**src/rtl/rom_pkg.sv**
```systemverilog
// Shared constants and the content rule for the 32x5 constant lookup ROM.
// The rule (13*a + 7) mod 32 is a bijection over 5-bit addresses.
package rom_pkg;

    localparam int ADDR_W = 5;
    localparam int DATA_W = 5;
    localparam int DEPTH  = 32;

    function automatic logic [DATA_W-1:0] rom_word(input int unsigned addr);
        int unsigned prod_s;
        prod_s = (addr * 32'd13) + 32'd7;
        return DATA_W'(prod_s % 32'd32);
    endfunction

endpackage

```
**src/rtl/rom_table.sv**
```systemverilog
// Combinational address-to-word lookup; the table is built at elaboration from rom_word.
// Addresses at or beyond DEPTH read zero when the parameters leave the space partly unpopulated.
module rom_table #(
    parameter int ADDR_W = rom_pkg::ADDR_W,
    parameter int DATA_W = rom_pkg::DATA_W,
    parameter int DEPTH  = rom_pkg::DEPTH
) (
    input  logic [ADDR_W-1:0] adr,
    output logic [DATA_W-1:0] word
);
    import rom_pkg::*;

    logic [DATA_W-1:0] table_s [DEPTH];

    for (genvar g = 0; g < DEPTH; g++) begin : g_entry
        assign table_s[g] = DATA_W'(rom_word(32'(g)));
    end

    // Select the entry; a ternary lets an unknown address propagate as unknown data.
    always_comb begin
        word = (32'(adr) < 32'(DEPTH)) ? table_s[adr] : {DATA_W{1'b0}};
    end

endmodule

```
**src/rtl/sync_rom.sv**
```systemverilog
// Synchronous read-only constant table: enable-gated output register plus a one-cycle valid flag.
// There is no write path and the contents are independent of reset.
module sync_rom #(
    parameter int ADDR_W = rom_pkg::ADDR_W,
    parameter int DATA_W = rom_pkg::DATA_W,
    parameter int DEPTH  = rom_pkg::DEPTH
) (
    input  logic              clk,
    input  logic              rst,
    input  logic              en,
    input  logic [ADDR_W-1:0] adr,
    output logic [DATA_W-1:0] data,
    output logic              data_valid
);
    import rom_pkg::*;

    logic [DATA_W-1:0] word_s;
    logic [DATA_W-1:0] data_r;
    logic              valid_r;

    rom_table #(
        .ADDR_W (ADDR_W),
        .DATA_W (DATA_W),
        .DEPTH  (DEPTH)
    ) u_table (
        .adr  (adr),
        .word (word_s)
    );

    // Output register: loads on enabled edges, holds otherwise; valid pulses per load.
    always_ff @(posedge clk or posedge rst) begin
        if (rst) begin
            data_r  <= {DATA_W{1'b0}};
            valid_r <= 1'b0;
        end else if (en) begin
            data_r  <= word_s;
            valid_r <= 1'b1;
        end else begin
            data_r  <= data_r;
            valid_r <= 1'b0;
        end
    end

    assign data       = data_r;
    assign data_valid = valid_r;

endmodule

```
**config.mk**
```make
export PLATFORM = sky130hd
export DESIGN_NAME = sync_rom
export DESIGN_NICKNAME = d
export VERILOG_FILES = /design/src/rtl/rom_pkg.sv /design/src/rtl/rom_table.sv /design/src/rtl/sync_rom.sv
export SDC_FILE = /design/constraint.sdc
export NUM_CORES = 1
export LEC_CHECK = 0
export ABC_AREA = 0
export CAP_MARGIN = 20
export CORE_AREA = 5 5 42 44
export CTS_CLUSTER_SIZE = 8
export DETAILED_ROUTE_END_ITERATION = 12
export DIE_AREA = 0 0 47 49
export MAX_ROUTING_LAYER = met4
export SYNTH_ARGS = -nofsm -noshare
export SYNTH_HDL_FRONTEND = slang
export SYNTH_SLANG_ARGS = --single-unit
```
**constraint.sdc**
```tcl
create_clock -name clk -period 1.2 [get_ports clk]
set_clock_uncertainty 0.15 [all_clocks]
set_input_delay 0.18 -clock clk [delete_from_list [all_inputs] [get_ports clk]]
set_output_delay 0.18 -clock clk [all_outputs]
set_load 0.02 [all_outputs]
```
* Yosys cells after proc, flatten, opt, wreduce, memory -nomap -nowiden
Memories as Yosys holds them, arrays and structs flattened. A register that Yosys moved wholly into a read port is not among the register bits. Index checks and enable logic that the tools add are counted.
Word-level totals: input port bits 8, memories kept 1, memory bits (read-only) 160, register bits 1, output and inout bits 6, word-level logic and storage cells 4
Memory list:
- (name not given) | words 32, bits a word 5, read ports 1, clocked after Yosys merged registers in 1, write ports 0, RTL line rom_table.sv:21 | word = (32'(adr) < 32'(DEPTH)) ? table_s[adr] : {DATA_W{1'b0}};
Operators by class: bitwise gates (word level) 1, muxes and demuxes 1
Operators by type and width (count):
- 5-bit inverter with 6-bit output | 1
- 1-bit two-way mux | 1

* Depth between registers and ports, before layout
Gate-level depths: netlist of the first run.
depth in word-level cells 1, gate-level depth with buffers 6, depth with buffers taken out 6

* By module
A second synthesis of the first run with hierarchy kept.
Unflattened totals: cells, all modules 47, area, all modules 479.2 um^2
By module, submodules not included:
- rom_table | times used 1, area each 269.0 um^2, cells an instance 35, seq. area each 0.0 um^2
- sync_rom | times used 1, area each 210.2 um^2, cells an instance 12, seq. area each 150.1 um^2

* Worst setup path before layout of the first run
OpenSTA, ideal clock, no wires.
kind input-to-reg, start input adr[0], end register data_r[4] (netlist: data[4]), setup slack -336 ps, library setup time 128 ps, buffers on the path 0, arrival 1258 ps, required time 922 ps, stages 6, cell sequence inv_1 -> ha_1 -> or2_0 -> mux4_2 -> nand3b_1 -> nand3_1
On the way: word-level cells in the longest chain between the ends 1
Ends and longest elaborated chain:
- start: declaration | RTL line sync_rom.sv:11 | input logic [ADDR_W-1:0] adr,
- 5-bit inverter with 6-bit output (not written as such) | RTL line rom_table.sv:21
- end: declaration | RTL line sync_rom.sv:18 | logic [DATA_W-1:0] data_r;
No other way between the ends.

* Worst setup path in the final report of the first run
Ends and elaborated chain as after synthesis.

==> results of run 1 <==
cell usage after synthesis, drive strengths merged:
cell and instances:
nand2b 2, nand2 2, o21ai 3, inv 7, xor2 1, mux4 1, dfrtp 6, or2 1
xnor2 1, o211ai 1, o2111ai 1, nand3 1, ha 7, mux2i 5, nand3b 1, mux2 1
nor3 1, and2 1, buf 2
worst max-delay path, stage by stage:
cell	delay [ps]
buf_8	100
inv_12	30
ha_4	140
or2_1	230
mux4_2	450
nand3b_1	90
nand3_1	60
repair_timing:
| action | 4_1_cts | 5_1_grt |
|---|---|---|
| gates resized for setup | 34 | 14 |
| pin swaps | 3 | 3 |
| setup buffers | 1 | 0 |
| hold buffers | 0 | 0 |
| setup endpoints to repair | 11 | 6 |
cells by family after synthesis:
| logic type | after synthesis | synth area share |
|---|---|---|
| DFF | 6 | 0.327 |
| and+or+nand+nor | 9 | 0.109 |
| buffers and inverters | 9 | 0.0845 |
| muxes | 7 | 0.183 |
| AOI/OAI and AO/OA | 5 | 0.0681 |
| adders and majority gates | 7 | 0.191 |
| xor gates and xnor gates | 2 | 0.0382 |
state kept, by name, summed over array words and instances (netlist names):
| register | flops |
|---|---|
| data | 5 |
| data_valid | 1 |
report_power, final:
group	internal, mW	switching (mW)	total [mW]
Combinational	0.137	0.122	0.259
Clock	0.113	0.0653	0.178
Sequential	0.229	0.0117	0.241
Total	0.478	0.199	0.678
final timing paths:
path | start | endpoint | slack (ps) | cells past startpoint
max in group asynchronous | rst | data[1] | 700 | 2
setup reg to reg | data[4] | data[4] | 300 | 3
hold reg to reg | data[2] | data[2] | 350 | 1
hold / removal | rst | data[0] | 10 | 2
min in group clk | adr[1] | data[1] | 270 | 5
setup / recovery | adr[0] | data[4] | -120 | 7
cell type report:
class                      count  area [um^2]  share of cell area
timing repair buffer          28          231               0.296
multi-input combinational     30          310               0.397
clock buffer                   3         22.5              0.0288
sequential                     6          150               0.192
tap                           16         20.0              0.0256
inverter                       7         46.3              0.0593
cells in the final DEF, fill, tap and decap left out, types with 2 or more instances in the layout:
cell	n
o21ai_0	3
inv_1	5
mux2i_1	5
ha_1	5
clkbuf_4	3
dlygate4sd2_1	2
ha_4	2
buf_4	14
clkdlybuf4s50_1	2
nand2_1	2
dfrtp_1	6
buf_2	6
metal layers:
| layer | wire length, um | up-vias | global-route usage |
|---|---|---|---|
| li1 | - | 208 | - |
| met1 | 346 | 176 | 0.105 |
| met2 | 579 | 13 | 0.188 |
| met3 | 114 | 2 | 0.0369 |
| met4 | 11 | 0 | 0.0691 |
| met5 | 0 | - | - |
==> qor.csv, run 1 <==
stage,metric,value,unit
detailed_routing,via_per_inst,4.43,
sta,hold_viol,0,
critical_path,worst-path-max-fanout,3,
clock_tree,worstSkewPairLatency,230,ps
global_route,antenna_violations_before_repair,0,
clock_tree,tritoncts,done,
layout,layout.cell_area.non_filler,781,um^2
detailed_routing,postRouteWirelength,1.05,mm
clock_tree,total_clock_buffers_created_by_cts,3,
layout,nNetsFinal,91,
synth,synth_area_per_cell,10.2,um^2
sta,slew_limit_fails,0,
detailed_routing,drt_drc_violations_left,0,
sta,setup_ws,-118,ps
critical_path,worstSetupEndpointType,register,
floorplanning,die_width,47,um
detailed_routing,detailroute.via_count,399,
floorplanning,io_pins,14,
synth,synth.top_cell.area_share,0.327,
synth,synth_area_leaders,"dfrtp_1 (33%), ha_1 (19%), mux2i_1 (11%)",
sta,setup_tns,-118,ps
clock_tree,clockRootBuffer,clkbuf_4,
synth,synth_fp_nets,60,
sta,grt_setup_unrepaired,true,
floorplanning,placeableCoreArea,1400,um^2
outcome,run_status,"complete, but fails checks",
floorplanning,initial_utilization,0.328,
sta,final.min_clock_period,1320,ps
placement,dp_slack,-950,ps
synth,number_of_different_library_cells_in_the_post_synthesis_netlist,20,
layout,post_route_cells_drive_above_1_share,0.459,
placement,port_buffers,13,
placement,placedCellCount,87,
layout,insertedDiodeCount,0,
global_route,global_route.overflow_total,0,
synth,synth.yosys.warnings,0,
placement,placedInstanceArea,754,um^2
clock_tree,clock-sinks,6,
sta,tightest_slew,224,ps
placement,gpl.final_weighted_congestion,0.682,
power,worst_ir_drop_vdd,0.000332,V
floorplanning,floorplan.die_area,2300,um^2
clock_tree,ctsLongestPathBuffers,2,
sta,maxSlewHeadroom,0.850,
layout,fillerInstances,140,
detailed_routing,antenna_violating_nets_post_route,0,
clock_tree,clk_slew_on_worst_s_h_paths,40,ps
sta,hold_slack,14.5,ps
clock_tree,cts.htree.levels,1,
power,powerDensity,868,nW/um^2
floorplanning,dieHeight,49,um
critical_path,cp.arrival,1280,ps
detailed_routing,detail_route.iter0.violations,2,
layout,areaGrowthSynthToFinish,70.0,%
power,p_total,678,uW
sta,timing.fmax,759,MHz
synth,synth.yosys.seq_area_share,0.327,
global_route,grt_first_pass_wirelength,1.75,mm
critical_path,critical_path.startpoint_type,primary input,
sta,setup_viol,1,
synth,postSynthRegisterBits,6,
global_route,grt_usage,0.112,
floorplanning,num_rows,14,
detailed_routing,pre_antenna_drt_iters,2,
synth,synthDominantAreaCellType,dfrtp_1,
worst_hold_path,worst_hold_path_type,in2async,
layout,final_core_utilization,0.557,
power,p_leak,0.406,nW
synth,synth_area,459,um^2
outcome,violations,setup timing,
job,maxCapViolations,0,
synth,postSynthCellCount,45,
layout,finalNonFillerCells,90,
placement,dp_hpwl,890,um
sta,finalCritPeriodShare,1.10,
detailed_routing,routed_wire_length_per_instance,11.7,um
critical_path,worstPathRequired,1170,ps
critical_path,path_class,in2reg,
global_route,first_global_vias,429,
global_route,grt_start_max_net_pins,8,
(Power assumes the default switching activity.)
==> inputs of run 2 (changes only) <==
- GPL_ROUTABILITY_DRIVEN: unset -> 0
==> results of run 2 <==
The final DEF is identical to that of run 1; final timing and power are the same.
